===== config.mk =====
export PLATFORM = sky130hd
export DESIGN_NAME = jellyvl_divider_shared_scheduler
export DESIGN_NICKNAME = d
export VERILOG_FILES = /design/src/rtl/jellyvl_divider_pkg.sv /design/src/rtl/jellyvl_divider_unsigned_multicycle.sv /design/src/rtl/jellyvl_divider_shared_scheduler.sv
export SDC_FILE = /design/constraint.sdc
export NUM_CORES = 1
export LEC_CHECK = 0
export BUFFER_PORTS_ARGS = -buffer_cell sky130_fd_sc_hd__buf_4
export CAP_MARGIN = 10
export CORE_MARGIN = 2
export CORE_UTILIZATION = 53
export DETAILED_ROUTE_END_ITERATION = 10
export PLACE_DENSITY_LB_ADDON = 0.08
export SYNTH_ARGS = -nofsm -noshare
export SYNTH_HDL_FRONTEND = slang
export SYNTH_SLANG_ARGS = --single-unit

===== constraint.sdc =====
create_clock -name clk -period 7.6 [get_ports clk]
set_input_delay 1.9 -clock clk [delete_from_list [all_inputs] [get_ports clk]]
set_output_delay 1.9 -clock clk [all_outputs]
set_load 0.02 [all_outputs]

===== src/rtl/jellyvl_divider_pkg.sv =====
// Shared types and helpers for the divider scheduler and its multicycle core.
package jellyvl_divider_pkg;

  typedef enum logic [1:0] {
    IDLE  = 2'd0,
    ISSUE = 2'd1,
    WAIT  = 2'd2,
    ZERO  = 2'd3
  } t_sched_state;

  function automatic int unsigned id_width(input int unsigned num);
    return (num > 1) ? $clog2(num) : 1;
  endfunction

endpackage


===== src/rtl/jellyvl_divider_unsigned_multicycle.sv =====
// Unsigned restoring divider, one quotient bit per cycle; the first bit is
// resolved on the accept edge so the result is valid QUOTIENT_WIDTH cycles later.
module jellyvl_divider_unsigned_multicycle #(
  parameter int unsigned DIVIDEND_WIDTH  = 32,
  parameter int unsigned DIVISOR_WIDTH   = 32,
  parameter int unsigned QUOTIENT_WIDTH  = DIVIDEND_WIDTH,
  parameter int unsigned REMAINDER_WIDTH = DIVISOR_WIDTH
) (
  input  logic                       clk,
  input  logic                       reset,
  input  logic                       cke,
  input  logic [DIVIDEND_WIDTH-1:0]  s_dividend,
  input  logic [DIVISOR_WIDTH-1:0]   s_divisor,
  input  logic                       s_valid,
  output logic                       s_ready,
  output logic [QUOTIENT_WIDTH-1:0]  m_quotient,
  output logic [REMAINDER_WIDTH-1:0] m_remainder,
  output logic                       m_valid,
  input  logic                       m_ready
);
  localparam int unsigned CNT_WIDTH = $clog2(QUOTIENT_WIDTH + 1);

  typedef logic [DIVIDEND_WIDTH-1:0] t_dividend;
  typedef logic [DIVISOR_WIDTH-1:0]  t_divisor;
  typedef logic [QUOTIENT_WIDTH-1:0] t_quotient;

  logic                 running_q, running_d;
  logic                 done_q, done_d;
  logic [CNT_WIDTH-1:0] count_q, count_d;
  t_quotient            quo_q, quo_d, step_quo;
  t_divisor             rem_q, rem_d, div_q, div_d, step_rem, step_div;
  logic [DIVISOR_WIDTH:0] shifted, diff;
  logic                 ge;

  assign s_ready     = !running_q && !done_q;
  assign m_valid     = done_q;
  assign m_quotient  = quo_q;
  assign m_remainder = REMAINDER_WIDTH'(rem_q);

  // Iteration operands come straight from the inputs on the accept cycle.
  always_comb begin
    step_rem = running_q ? rem_q : '0;
    step_quo = running_q ? quo_q : QUOTIENT_WIDTH'(t_dividend'(s_dividend));
    step_div = running_q ? div_q : s_divisor;
    shifted  = {step_rem, step_quo[QUOTIENT_WIDTH-1]};
    diff     = shifted - {1'b0, step_div};
    ge       = !diff[DIVISOR_WIDTH];
  end

  always_comb begin
    running_d = running_q;
    done_d    = done_q;
    count_d   = count_q;
    quo_d     = quo_q;
    rem_d     = rem_q;
    div_d     = div_q;
    if ((s_valid && s_ready) || running_q) begin
      quo_d     = {step_quo[QUOTIENT_WIDTH-2:0], ge};
      rem_d     = ge ? diff[DIVISOR_WIDTH-1:0] : shifted[DIVISOR_WIDTH-1:0];
      div_d     = step_div;
      count_d   = running_q ? count_q + 1'b1 : CNT_WIDTH'(1);
      running_d = (count_d != CNT_WIDTH'(QUOTIENT_WIDTH));
      done_d    = !running_d;
    end else if (done_q && m_ready) begin
      done_d = 1'b0;
    end
  end

  always_ff @(posedge clk) begin
    if (reset) begin
      running_q <= 1'b0;
      done_q    <= 1'b0;
      count_q   <= '0;
      quo_q     <= '0;
      rem_q     <= '0;
      div_q     <= '0;
    end else if (cke) begin
      running_q <= running_d;
      done_q    <= done_d;
      count_q   <= count_d;
      quo_q     <= quo_d;
      rem_q     <= rem_d;
      div_q     <= div_d;
    end
  end

endmodule


===== src/rtl/jellyvl_divider_shared_scheduler.sv =====
// Round-robin sharing of one multicycle unsigned divider among NUM lanes;
// divide-by-zero is answered locally without touching the core.
module jellyvl_divider_shared_scheduler
  import jellyvl_divider_pkg::*;
#(
  parameter int unsigned NUM             = 4,
  parameter int unsigned DIVIDEND_WIDTH  = 32,
  parameter int unsigned DIVISOR_WIDTH   = 32,
  parameter int unsigned QUOTIENT_WIDTH  = DIVIDEND_WIDTH,
  parameter int unsigned REMAINDER_WIDTH = DIVISOR_WIDTH
) (
  input  logic                      clk,
  input  logic                      reset,
  input  logic                      cke,
  input  logic [NUM*DIVIDEND_WIDTH-1:0] s_dividend,
  input  logic [NUM*DIVISOR_WIDTH-1:0]  s_divisor,
  input  logic [NUM-1:0]            s_valid,
  output logic [NUM-1:0]            s_ready,
  output logic [QUOTIENT_WIDTH-1:0] m_quotient,
  output logic [REMAINDER_WIDTH-1:0] m_remainder,
  output logic                      m_divzero,
  output logic [NUM-1:0]            m_valid,
  input  logic [NUM-1:0]            m_ready,
  output logic                      busy
);
  localparam int unsigned ID_WIDTH = id_width(NUM);

  typedef logic [DIVIDEND_WIDTH-1:0]  t_dividend;
  typedef logic [DIVISOR_WIDTH-1:0]   t_divisor;
  typedef logic [QUOTIENT_WIDTH-1:0]  t_quotient;
  typedef logic [REMAINDER_WIDTH-1:0] t_remainder;

  t_sched_state        state_q, state_d;
  logic [ID_WIDTH-1:0] ptr_q, ptr_d, tag_q, tag_d, grant_id;
  t_dividend           zdividend_q, zdividend_d, lane_dividend;
  t_divisor            lane_divisor;
  logic [2*NUM-1:0]    rot;
  logic                grant_found, tag_ready;

  logic       core_s_valid, core_s_ready, core_m_valid, core_m_ready;
  t_quotient  core_quotient;
  t_remainder core_remainder;

  jellyvl_divider_unsigned_multicycle #(
    .DIVIDEND_WIDTH  (DIVIDEND_WIDTH),
    .DIVISOR_WIDTH   (DIVISOR_WIDTH),
    .QUOTIENT_WIDTH  (QUOTIENT_WIDTH),
    .REMAINDER_WIDTH (REMAINDER_WIDTH)
  ) u_core (
    .clk         (clk),
    .reset       (reset),
    .cke         (cke),
    .s_dividend  (lane_dividend),
    .s_divisor   (lane_divisor),
    .s_valid     (core_s_valid),
    .s_ready     (core_s_ready),
    .m_quotient  (core_quotient),
    .m_remainder (core_remainder),
    .m_valid     (core_m_valid),
    .m_ready     (core_m_ready)
  );

  // Rotate requests so bit k is lane (ptr+k)%NUM; the lowest set bit wins.
  always_comb begin
    rot         = {s_valid, s_valid} >> ptr_q;
    grant_found = 1'b0;
    grant_id    = '0;
    for (int unsigned k = 0; k < NUM; k++) begin
      if (!grant_found && rot[k]) begin
        grant_found = 1'b1;
        grant_id    = ID_WIDTH'((32'(ptr_q) + k) % NUM);
      end
    end
    lane_dividend = '0;
    lane_divisor  = '0;
    tag_ready     = 1'b0;
    for (int unsigned i = 0; i < NUM; i++) begin
      if (grant_id == ID_WIDTH'(i)) begin
        lane_dividend = s_dividend[i*DIVIDEND_WIDTH +: DIVIDEND_WIDTH];
        lane_divisor  = s_divisor[i*DIVISOR_WIDTH +: DIVISOR_WIDTH];
      end
      if (tag_q == ID_WIDTH'(i)) tag_ready = m_ready[i];
    end
  end

  always_comb begin
    state_d      = state_q;
    ptr_d        = ptr_q;
    tag_d        = tag_q;
    zdividend_d  = zdividend_q;
    s_ready      = '0;
    m_valid      = '0;
    m_quotient   = '0;
    m_remainder  = '0;
    m_divzero    = 1'b0;
    core_s_valid = 1'b0;
    core_m_ready = 1'b0;
    case (state_q)
      IDLE: begin
        // Grant only when the handshake can really complete this edge.
        if (grant_found && core_s_ready && cke && !reset) begin
          for (int unsigned i = 0; i < NUM; i++)
            if (grant_id == ID_WIDTH'(i)) s_ready[i] = 1'b1;
          tag_d = grant_id;
          ptr_d = (grant_id == ID_WIDTH'(NUM - 1)) ? '0 : grant_id + 1'b1;
          if (lane_divisor != '0) begin
            core_s_valid = 1'b1;
            state_d      = WAIT;
          end else begin
            zdividend_d = lane_dividend;
            state_d     = ZERO;
          end
        end
      end
      WAIT: begin
        core_m_ready = tag_ready;
        for (int unsigned i = 0; i < NUM; i++)
          if (tag_q == ID_WIDTH'(i)) m_valid[i] = core_m_valid;
        if (core_m_valid) begin
          m_quotient  = core_quotient;
          m_remainder = core_remainder;
          if (tag_ready) state_d = IDLE;
        end
      end
      ZERO: begin
        for (int unsigned i = 0; i < NUM; i++)
          if (tag_q == ID_WIDTH'(i)) m_valid[i] = 1'b1;
        m_quotient  = '1;
        m_remainder = REMAINDER_WIDTH'(zdividend_q);
        m_divzero   = 1'b1;
        if (tag_ready) state_d = IDLE;
      end
      ISSUE:   state_d = IDLE;
      default: state_d = IDLE;
    endcase
  end

  assign busy = (state_q != IDLE);

  always_ff @(posedge clk) begin
    if (reset) begin
      state_q     <= IDLE;
      ptr_q       <= '0;
      tag_q       <= '0;
      zdividend_q <= '0;
    end else if (cke) begin
      state_q     <= state_d;
      ptr_q       <= ptr_d;
      tag_q       <= tag_d;
      zdividend_q <= zdividend_d;
    end
  end

endmodule

# Word level (Yosys, flattened, before mapping)
# Index checks and enable logic that the tools add are counted.
# totals
latchBits,0
elab_cells,116
mem_bits_ro,0
mem_bits_rw,0
out_inout_bits,74
reg_bits,142
inputBits,267
memories,0
# classes
n_mul,0
n_reduce_logical,29
magnitude_cmp,0
bitwise_logic,1
n_shift,1
eq_ne,12
n_mux,57
addsub,6
n_div,0
# op_table
cell,count
two-way mux 32 bit,14
case mux 32 bit (2 select lines),2
subtractor 33 x 32 -> 33 bit,1
nonzero test 32 bit,1
two-way mux 1 bit,28
two-way mux 2 bit,8
equality test 2 bit (second input constant),6
logical AND 1 bit,9
zero test 1 bit,8
two-way mux 4 bit,2
case mux 2 bit (4 select lines),1
case mux 4 bit (2 select lines),1
>> shifter 8 x 2 -> 4 bit,1
adder 6 x 1 -> 6 bit (second input constant),1
equality test 2 x 1 -> 1 bit (second input constant),3
zero test 2 bit,3
two-way mux 6 bit,1
!= test 6 bit (second input constant),1
AND reduction 3 bit,2
adder 2 x 1 -> 2 bit (second input constant),2
adder 2 bit (second input constant),2
AND reduction 2 bit,2
AND reduction 4 bit,1
nonzero test 2 bit,2
4 further kinds,4

# Logic depth before layout (Yosys ltp)
# Gate-level depths: netlist of the first run.
# depth
depth_word,24
mapped_depth,29
ltp_nobuf,25

# Cells and area by module
# Synthesis of the first run repeated with hierarchy kept, for this count alone.
# unflattened
cells_unflattened,1408
hier_area_um2,10681.5
# by_module_without_submodules
module,n_inst,seq_area_each_um2,cells_per_inst,area_each_um2
jellyvl_divider_unsigned_multicycle,1,2082.0,802,6587.6
jellyvl_divider_shared_scheduler,1,760.7,606,4093.9

# Worst setup path before layout of the first run
# No wires, ideal clock.
# synth_timing
path_type,input -> register
start,in s_valid[0]
end,"reg u_core.rem_q[13], in the netlist u_core.m_remainder[13]"
slack_ns,0.636
t_arrival_ns,6.873
stages,25
path_buffers,6
cell_sequence,inv_1 -> nor2_1 -> a211o_1 -> a21oi_1 -> ha_1 -> buf_6 -> buf_2 -> clkbuf_1 -> clkbuf_1 -> o21ai_0 -> mux2i_1 -> ha_1 -> inv_1 -> fa_1 -> a211oi_1 -> o21a_1 -> a21oi_1 -> nor4_1 -> o211ai_1 -> a31oi_2 -> xor2_1 -> buf_2 -> buf_2 -> nand2_1 -> a311oi_1
# synth_between
elab_chain_cells,23
elab_cells_between_ends,41
classes_between,add/sub (1); eq/ne (3); shift (1); mux (22); reduce/logical (14)
# synth_rtl
element,line_no,text
start: declaration,jellyvl_divider_shared_scheduler.sv:17,"input logic [NUM-1:0] s_valid,"
>> shifter 8 x 2 -> 4 bit *,jellyvl_divider_shared_scheduler.sv:65,"rot = {s_valid, s_valid} >> ptr_q;"
two-way mux 1 bit,jellyvl_divider_shared_scheduler.sv:69,if (!grant_found && rot[k]) begin
zero test 1 bit,jellyvl_divider_shared_scheduler.sv:69,
logical AND 1 bit,jellyvl_divider_shared_scheduler.sv:69,
two-way mux 1 bit,jellyvl_divider_shared_scheduler.sv:69,
zero test 1 bit,jellyvl_divider_shared_scheduler.sv:69,
logical AND 1 bit,jellyvl_divider_shared_scheduler.sv:69,
two-way mux 1 bit,jellyvl_divider_shared_scheduler.sv:69,
zero test 1 bit,jellyvl_divider_shared_scheduler.sv:69,
logical AND 1 bit,jellyvl_divider_shared_scheduler.sv:69,
two-way mux 2 bit *,jellyvl_divider_shared_scheduler.sv:69,
named net grant_id[0],jellyvl_divider_shared_scheduler.sv:34,"logic [ID_WIDTH-1:0] ptr_q, ptr_d, tag_q, tag_d, grant_id;"
"parallel branches: the longest is 12 deep, another holds subtractor 33 x 32 -> 33 bit",-,
end signal: assignment,jellyvl_divider_unsigned_multicycle.sv:82,rem_q <= rem_d;
end: declaration,jellyvl_divider_unsigned_multicycle.sv:31,"t_divisor rem_q, rem_d, div_q, div_d, step_rem, step_div;"
# Mark *: on every way through the listed nets, which the timed path passes.
# A chain may end at the register's enable or synchronous reset.

# Worst setup path after layout of the first run
# layout_timing
start,in s_valid[0]
end,"reg u_core.rem_q[25], in the netlist u_core.m_remainder[25]"
# The elaborated chain is that of the path after synthesis.

==> results.cfg, run 1 <==
[power_and_ir_drop]
max-vdd-ir-drop_v = 0.0001699
intPower_mw = 1.653
p_per_area_mw_per_mm2 = 180.3
power_switching_mw = 0.9530
p_comb_frac = 0.367
total_power_mw = 2.606
seqPwrFrac = 0.322
pwr-share-clk = 0.311
switching_share = 0.3657
p_leak_nw = 6.343

[setup_path]
crit_type = in2reg
crit_required_ns = 7.93
critPathLaunchType = input port
critPathArrivalTime_ns = 7.06
critical_path_peak_fanout = 25
endpoint_kind = flip-flop

[synth]
ys_top_cells_by_area = dfxtp_1 (25%), a21oi_1 (7.8%), nand2_1 (7.0%)
synth_cell_types = 80
ys_ff_latch = 142
synthArstFlopShare = 0
syn_area_sq_mm = 0.01128
synth_top_area_share = 0.2521
syn_area_per_cell_sq_um = 7.179
syn_inst = 1571
synth_edf_count = 0
synth-main-ff-cell = dfxtp_1
syn_nets = 1876
synthDominantAreaCellType = dfxtp_1
ys_seq_area_frac = 0.2521
synth_warnings = 0

[grt]
first_global_vias = 11530
grt-ovfl-total = 0
grt_max_degree = 97
antenna_found_initial = 4
grt_pass1_wl_mm = 61.20
track_usage = 0.3433

[drt]
first_pass_iters = 5
wl_mm = 40.63
viasPerCell = 6.092
vias = 12870
wl_per_cell_microns = 19.24
ant_nets = 0
first_iter_violations = 1197
drc = 0

[timing]
setup_ws_ns = 0.8683
slew_headroom = 0.2471
hold_violations = 0
fin_crit_sh = 0.8857
rsz0062_at_grt = no
skew_ns = 0.007561
tightest_slew_ns = 1.124
maxSlewViolCount = 0
max_freq_mhz = 148.6
setup_tns_ns = 0
layout_min_cycle_time_ns = 6.732
setup_viol = 0

[cells_and_area]
fill_cells = 1834
area_growth_syn_to_layout_pct = 28.13
stdcell_count = 2112
layout_commonest_cell = buf_4
final_nets = 2127
drive_gt1_frac = 0.2328
final_cell_mix = buf_4 (362), nand2_1 (210), nor2_1 (185)

[flow_run]
drv_cap = 0

[die]
io_pins = 341
row_count = 53
start_util = 0.5382
core_area_sq_mm = 0.02096
die_w_microns = 149.9
die_area_sq_mm = 0.02246
die_h_microns = 149.9

[worst_hold_path]
hold_class = reg2reg

[placed_design]
numPortBuffers = 340
pre_cts_slack_ns = 0.4876
dp.final_hpwl_mm = 31.01
gp_congestion = 0.9694
placed_cells = 2078

[cts]
numCtsBuffers = 17
cts_root_buf = clkbuf_16
clk_latency_ns = 0.43
cts_tree = yes
clk_pin_slew_worst_paths_ns = 0.06
cts_resized = 0
clock_sinks = 142
htreeDepth = 4
clk_path_buf_depth = 2
cts_post_setup_buffers_inserted = 0
hold_buffers = 0

[run_status]
status = completed
## state kept, by name, summed over array words and instances, names as in the netlist
signal and count:
state_q 2, u_core.m_remainder 32, u_core.div_q 32, u_core.m_quotient 32
ptr_q 2, u_core.running_q 1, u_core.count_q 6, u_core.m_valid 1
zdividend_q 32, tag_q 2
## final cells by class
cell class / count / area [sq um] / area share
Clock buffer: 18 / 439.2 / 0.03039
Antenna cell: 3 / 7.507 / 0.0005195
Sequential cell: 142 / 2846 / 0.1970
Tap cell: 275 / 344.1 / 0.02381
Clock inverter: 13 / 130.1 / 0.009004
Inverter: 45 / 168.9 / 0.01169
Timing Repair Buffer: 365 / 2778 / 0.1922
Multi-Input combinational cell: 1251 / 7737 / 0.5354
## cell families (layout without fill, tap and decap cells)
family,Yosys count,after routing,synth area share
simple gates,583,583,0.2406
mux,45,45,0.04138
buf+inv,178,441,0.06579
flops,142,142,0.2521
xor+xnor,26,26,0.02086
fa+ha+maj,38,38,0.04282
other cells,0,3,0
compound gates,559,559,0.3365
## cell usage after synthesis (all sizes together), types with 5 or more instances
cell type  count
o311ai         5
and2          41
nand4          6
ha            37
o22ai         12
nand3b        18
a31oi          5
mux2i         41
a311oi        22
and3b          5
nand2        211
clkbuf        93
o21bai         6
o32ai          5
o31a           8
xor2           6
dfxtp        142
a211oi        49
a222oi         8
nor4           6
buf           40
o211ai        34
o21a           8
a21o          46
a21oi        176
nor3           9
o22a           9
nor2b          8
inv           45
a22oi          6
a221o          8
and3          15
a22o          33
nor2         185
nor3b          6
xnor2         20
nand3         15
nand2b        42
o21ai         75
o311a          9
## per-stage QoR
stage | hold WS [ns] | util | instance area [sq um]
after CTS | 0.4596 | 0.6893 | 14440
after global placement | 0.4395 | 0.6621 | 13870
final | 0.4623 | 0.6896 | 14450
after global routing | 0.4813 | 0.6896 | 14450
after detailed placement | 0.4503 | 0.6621 | 13870
after floorplan | 0.4322 | - | 11280
## critical path, cell delays in order
cell and delay (ns):
buf_4 0.11, inv_1 0.08, nor2_1 0.06, a211o_1 0.26
a21oi_1 0.15, buf_4 0.18, ha_4 0.28, nor2_1 0.08
a21oi_1 0.12, nor2_1 0.05, a21oi_1 0.12, o21ai_0 0.17
mux2i_1 0.26, ha_1 0.23, inv_1 0.07, fa_1 0.44
a211oi_1 0.25, o21a_1 0.25, a21oi_1 0.14, nor4_1 0.45
o211ai_1 0.23, a31oi_2 0.27, xor2_1 0.24, buf_4 0.25
nand2_1 0.10, a311oi_1 0.30
## metal layers
| layer | vias to the layer above | track usage | wire, microns | share of wire |
|---|---|---|---|---|
| li1 | 6207 | - | - | - |
| met1 | 5977 | 0.4458 | 16610 | 0.41 |
| met2 | 592 | 0.5587 | 18980 | 0.47 |
| met3 | 90 | 0.06006 | 3464 | 0.085 |
| met4 | 0 | 0.1500 | 1573 | 0.039 |
| met5 | - | 0 | 0 | 0 |
## final timing paths
kind                                     start                                   to  slack [ns]  cells past startpoint
max                                 s_valid[0]  u_core.m_remainder[25]$_SDFFE_PP0P_        0.87                     26
min          u_core.m_quotient[3]$_SDFFE_PP0P_    u_core.m_quotient[3]$_SDFFE_PP0P_        0.46                      2
max reg2reg              ptr_q[1]$_SDFFE_PP0P_  u_core.m_remainder[25]$_SDFFE_PP0P_        2.11                     24
min reg2reg  u_core.m_quotient[3]$_SDFFE_PP0P_    u_core.m_quotient[3]$_SDFFE_PP0P_        0.46                      2
## power groups by stage
stage                     logic (mW)  registers (mW)  clock network, mW
final                          0.956           0.840              0.810
after global routing            1.04           0.845              0.848
after CTS                      0.940           0.838              0.819
after detailed placement       0.933           0.854                  0
after global placement         0.919           0.853                  0
after floorplan                0.635           0.832                  0
Note: power is estimated with default switching activity, not from simulation.
==> run 2, diff against run 1 <==
- ABC_AREA: not set -> 1
- CORE_MARGIN: 2 -> not set
- CORE_UTILIZATION: 53 -> 45
==> results.cfg, run 2 <==
[drt]
wl_met2_mm = 23.29
first_iter_violations = 1699
first_pass_iters = 6
wl_mm = 53.43
top_layer_used = met5
drc = 0
viasPerCell = 5.306
wl_per_cell_microns = 18.04
wl_met3_mm = 4.539
ant_nets = 0
vias = 15720
wl_met1_mm = 23.66

[timing]
fin_crit_sh = 0.8794
layout_min_cycle_time_ns = 6.683
tightest_slew_ns = 1.237
max_freq_mhz = 149.6
slew_headroom = 0.1666
rsz0062_at_grt = no
hold_violations = 0
setup_ws_ns = 0.9169
skew_ns = 0.01124
maxSlewViolCount = 0
setup_viol = 0
setup_tns_ns = 0

[die]
io_pins = 341
row_count = 60
die_w_microns = 168.7
die_area_sq_mm = 0.02847
die_h_microns = 168.7
core_area_sq_mm = 0.02710
start_util = 0.4616

[worst_hold_path]
worstHoldStart = zdividend_q[14]$_SDFFE_PP0P_
hold_class = reg2reg
min_path_cells = 2
min_to = zdividend_q[14]$_SDFFE_PP0P_

[synth]
syn_inst = 2323
synth_top_area_share = 0.2616
synthDominantAreaCellType = nand2_1
synthArstFlopShare = 0
synth_warnings = 0
syn_area_per_cell_sq_um = 5.386
synth_edf_count = 0
synth_cell_types = 39
ys_seq_area_frac = 0.2272
syn_area_sq_mm = 0.01251
ys_ff_latch = 142
synth_common_cells = nand2_1 (872), nor2_1 (265), inv_1 (249)
ys_top_cells_by_area = nand2_1 (26%), dfxtp_1 (23%), a21oi_1 (8.4%)
synth-main-ff-cell = dfxtp_1
syn_nets = 2628
yosysMostFrequentCell = nand2_1

[setup_path]
crit_type = in2reg
critPathArrivalTime_ns = 7.04
timing.rr.start = ptr_q[0]$_SDFFE_PP0P_
r2r-end = u_core.m_remainder[0]$_SDFFE_PP0P_
path_buf_inv = 7
cp-startpoint = s_valid[2]
endpoint_kind = flip-flop
worst_path_largest_cell_delay_ns = 0.53
ff2ff_path_depth = 36
slowest_stage = ha_2
crit_family = simple AND/OR/NAND/NOR gates
crit_top_cell = nand2_1
critical_path_peak_fanout = 29
r2r_slack_ns = 1.92
critPathLaunchType = input port
crit_required_ns = 7.96

[placed_design]
dp.final_hpwl_mm = 41.86
pre_cts_slack_ns = 0.6380
numPortBuffers = 340
gp_congestion = 1.031

[grt]
grt_pass1_wl_mm = 79.92
track_usage = 0.3661
grt-ovfl-total = 0
grt_max_degree = 98
antenna_found_initial = 4
first_global_vias = 14120

[cts]
htreeDepth = 4
cts_tree = yes
cts_post_setup_buffers_inserted = 0
clk_latency_ns = 0.44
cts_root_buf = clkbuf_16
hold_buffers = 0
clk_pin_slew_worst_paths_ns = 0.07
numCtsBuffers = 17
cts_resized = 0
clk_path_buf_depth = 2
clock_sinks = 142

[flow_run]
drv_cap = 0

[cells_and_area]
final_cell_mix = nand2_1 (871), buf_4 (367), nor2_1 (264)
final_nets = 2879
layout_commonest_cell = nand2_1
area_growth_syn_to_layout_pct = 25.97
drive_gt1_frac = 0.1639

[power_and_ir_drop]
max-vdd-ir-drop_v = 0.0001746
p_per_area_mw_per_mm2 = 264.9
p_leak_nw = 8.490

[run_status]
status = completed
[run 2: changes by cell type in the layout (fill, tap and decap cells not counted), sizes merged, moves of 22 or more]
| cell | before | now |
|---|---|---|
| inv | 52 | 265 |
| nor2 | 185 | 265 |
| nand3 | 15 | 141 |
| a311oi | 22 | 0 |
| nand2 | 211 | 874 |
| mux2i | 41 | 0 |
| o21ai | 75 | 126 |
| a21oi | 176 | 209 |
| or2 | 2 | 31 |
| nand2b | 42 | 0 |
| a21o | 46 | 2 |
| a211oi | 49 | 0 |
| and2 | 41 | 4 |
[run 2: cells by family after synthesis]
group	synth area share
xor gates and xnor gates	0.01120
and+or+nand+nor	0.4297
buffers and inverters	0.1252
adders and majority gates	0.03860
AOI/OAI and AO/OA	0.1680
DFF	0.2272
[run 2: area by class of cell]
cell class | instances | area [sq um]
diodes | 3 | 7.507
clock buffers | 18 | 429.2
clock inverters | 14 | 167.7
fillers | 2821 | 11340
inverters | 258 | 968.4
multi-input cells | 1788 | 8123
flip-flops and latches | 142 | 2844
well taps | 372 | 465.4
repair buffers | 367 | 2755
[run 2: how the worst max path moves through the flow]
stage | endpoint | slack (ns) | depth (start not counted)
6_report | u_core.m_remainder[0]$_SDFFE_PP0P_ | 0.92 | 37
5_1_grt | u_core.m_remainder[15]$_SDFFE_PP0P_ | 0.41 | 36
4_1_cts | u_core.m_remainder[0]$_SDFFE_PP0P_ | 1.06 | 36
3_5_place_dp | u_core.m_remainder[18]$_SDFFE_PP0P_ | 0.64 | 36
3_3_place_gp | u_core.m_remainder[0]$_SDFFE_PP0P_ | 0.83 | 36
2_1_floorplan | s_ready[1] | 1.72 | 17
[run 2: where the power goes]
| part | internal [mW] | switching (mW) |
|---|---|---|
| clock network | 0.443 | 0.408 |
| registers | 0.813 | 0.0341 |
| logic | 0.750 | 1.73 |
| total | 2.01 | 2.17 |
[run 2: stage by stage]
stage / power [mW] / cell area (sq um) / std cells / hold WS (ns) / utilization
5_1_grt: 4.462 / 15760 / 2962 / 0.4770 / 0.5815
2_1_floorplan: 2.462 / 12510 / 2323 / 0.4216 / -
6_report: 4.174 / 15760 / 2962 / 0.4552 / 0.5815
3_3_place_gp: 3.251 / 15160 / 2927 / 0.4302 / 0.5592
4_1_cts: 4.116 / 15750 / 2959 / 0.4555 / 0.5813
3_5_place_dp: 3.269 / 15160 / 2927 / 0.4456 / 0.5592
[run 2: worst register-to-register path, delay by kind of cell, from the launching register on]
family / cells / cell delay (ns)
flops: 1 / 0.54
simple gates: 19 / 2.05
compound gates: 9 / 1.21
buf+inv: 5 / 0.85
fa+ha+maj: 3 / 0.96
[run 2: metal layers]
metal / up-vias / GRT usage
met5: - / 0
met4: 2 / 0.1514
met3: 115 / 0.05962
met2: 727 / 0.5688
met1: 7085 / 0.5016
li1: 7787 / -
==> run 3, diff against run 2 <==
- CORE_MARGIN: not set -> 1.5
==> results.cfg, run 3 (same netlist as run 2, synthesis figures left out) <==
[setup_path]
critical_path_peak_fanout = 55
crit_type = in2out
critPathLaunchType = input port
r2r_slack_ns = 2.21
worst_path_largest_cell_delay_ns = 0.57
endpoint_kind = output port
critPathArrivalTime_ns = 4.60
crit_chain = buf_4 -> inv_1 -> o21ai_1 -> nand2_1 -> o21ai_1 -> nor2_1 -> nand2_1 -> nor2_1 -> nand2_1 -> nand2_1 -> inv_1 -> ha_1 -> inv_2 -> buf_4 -> nor2_1 -> buf_4
crit_top_cell = nand2_1
critical_path.endpoint = s_ready[1]
slowest_stage = buf_4
r2r-end = u_core.m_remainder[3]$_SDFFE_PP0P_
ff2ff_path_depth = 33
cp-startpoint = s_valid[2]
timing.rr.start = ptr_q[0]$_SDFFE_PP0P_
crit_required_ns = 5.70

[worst_hold_path]
hold_class = reg2reg

[cts]
clk_path_buf_depth = 2
cts_resized = 0
clock_sinks = 142
cts_tree = yes
hold_buffers = 0
clk_latency_ns = 0.44
cts_root_buf = clkbuf_16
numCtsBuffers = 17
clk_pin_slew_worst_paths_ns = 0.07
cts_post_setup_buffers_inserted = 0
htreeDepth = 4

[drt]
drc = 0
vias = 15710
first_pass_iters = 6
viasPerCell = 5.312
wl_mm = 53.88
wl_met2_mm = 23.35
top_layer_used = met4
wl_per_cell_microns = 18.22
wl_met1_mm = 23.40
ant_nets = 0
first_iter_violations = 1889
wl_met3_mm = 4.993

[die]
die_w_microns = 169.7
core_area_sq_mm = 0.02710
row_count = 60
start_util = 0.4616
die_area_sq_mm = 0.02881
die_h_microns = 169.7
io_pins = 341

[power_and_ir_drop]
seqPwrFrac = 0.202
p_comb_frac = 0.592
pwr-share-clk = 0.206
p_leak_nw = 8.461
p_per_area_mw_per_mm2 = 266.3
total_power_mw = 4.188
intPower_mw = 1.999
switching_share = 0.5226
power_switching_mw = 2.189
max-vdd-ir-drop_v = 0.0001458

[flow_run]
drv_cap = 1

[placed_design]
placed_cells = 2920
numPortBuffers = 340
gp_congestion = 1.074
dp.final_hpwl_mm = 41.97

[run_status]
violations = capacitance limit
status = finished with violations

[timing]
slew_headroom = 0.008162
rsz0062_at_grt = no
layout_min_cycle_time_ns = 6.496
worst_hold_slack_ns = 0.4543
fin_crit_sh = 0.8547
max_freq_mhz = 154.0
hold_violations = 0
tightest_slew_ns = 1.472
skew_ns = 0.01961
maxSlewViolCount = 0
setup_viol = 0
setup_tns_ns = 0

[cells_and_area]
layout_commonest_cell = nand2_1
postLayoutCoreUtil = 0.5803
stdcell_count = 2957
final_nets = 2872
fill_cells = 2817
drive_gt1_frac = 0.1620
area_growth_syn_to_layout_pct = 25.70
final_cell_mix = nand2_1 (871), buf_4 (360), nor2_1 (264)

[grt]
antenna_found_initial = 5
grt-ovfl-total = 0
track_usage = 0.3648
grt_max_degree = 98
first_global_vias = 14190
grt_pass1_wl_mm = 80.33
==> run 3: cell count changes in the layout (fill, tap and decap cells not counted) <==
cell | before | now
clkinv_8 | 5 | 4
clkinvlp_4 | 0 | 1
inv_12 | 0 | 1
clkbuf_1 | 1 | 0
buf_4 | 367 | 360
diode_2 | 3 | 5
inv_8 | 3 | 7
inv_6 | 5 | 1
==> run 3: layer usage <==
metal | up-vias | GRT usage
li1 | 7770 | -
met1 | 7099 | 0.4961
met2 | 734 | 0.5609
met3 | 105 | 0.07393
met4 | 0 | 0.1485
met5 | - | 0
==> run 3: worst min path at each step <==
| stage | from | to | slack, ns | depth (start not counted) |
|---|---|---|---|---|
| global placement | zdividend_q[30]$_SDFFE_PP0P_ | zdividend_q[30]$_SDFFE_PP0P_ | 0.43 | 2 |
| floorplan | zdividend_q[14]$_SDFFE_PP0P_ | zdividend_q[14]$_SDFFE_PP0P_ | 0.42 | 2 |
| CTS | zdividend_q[30]$_SDFFE_PP0P_ | zdividend_q[30]$_SDFFE_PP0P_ | 0.45 | 2 |
| finish | zdividend_q[22]$_SDFFE_PP0P_ | zdividend_q[22]$_SDFFE_PP0P_ | 0.45 | 2 |
| detailed placement | zdividend_q[30]$_SDFFE_PP0P_ | zdividend_q[30]$_SDFFE_PP0P_ | 0.44 | 2 |
| global route | zdividend_q[30]$_SDFFE_PP0P_ | zdividend_q[30]$_SDFFE_PP0P_ | 0.48 | 2 |
==> run 3: final cells by class <==
| class | instances | area, sq um | area share |
|---|---|---|---|
| Timing Repair Buffer | 360 | 2703 | 0.1719 |
| Antenna cell | 5 | 12.51 | 0.0007956 |
| Inverter | 258 | 968.4 | 0.06158 |
| Clock buffer | 17 | 425.4 | 0.02705 |
| Tap cell | 372 | 465.4 | 0.02960 |
| Multi-Input combinational cell | 1788 | 8123 | 0.5165 |
| Clock inverter | 15 | 185.2 | 0.01178 |
| Sequential cell | 142 | 2844 | 0.1808 |
==> run 3: through the flow <==
step | setup slack, ns | instance area, sq um
floorplan | 1.716 | 12510
global placement | 1.068 | 15100
detailed placement | 0.9187 | 15100
CTS | 1.198 | 15710
global route | 0.5870 | 15730
finish | 1.104 | 15730
==> run 3: power groups by stage <==
| stage | Clock (mW) | Combinational (mW) | Sequential (mW) |
|---|---|---|---|
| 2_1_floorplan | 0 | 1.61 | 0.852 |
| 3_3_place_gp | 0 | 2.39 | 0.859 |
| 4_1_cts | 0.869 | 2.42 | 0.845 |
| 5_1_grt | 0.904 | 2.74 | 0.854 |
| 3_5_place_dp | 0 | 2.41 | 0.863 |
| 6_report | 0.864 | 2.48 | 0.846 |
==> run 3: critical path, delay by kind of cell <==
kind	cells	cell delay, ns
AOI/OAI and AO/OA	2	0.18
adders and majority gates	1	0.20
buffers and inverters	6	1.42
and+or+nand+nor	7	0.87
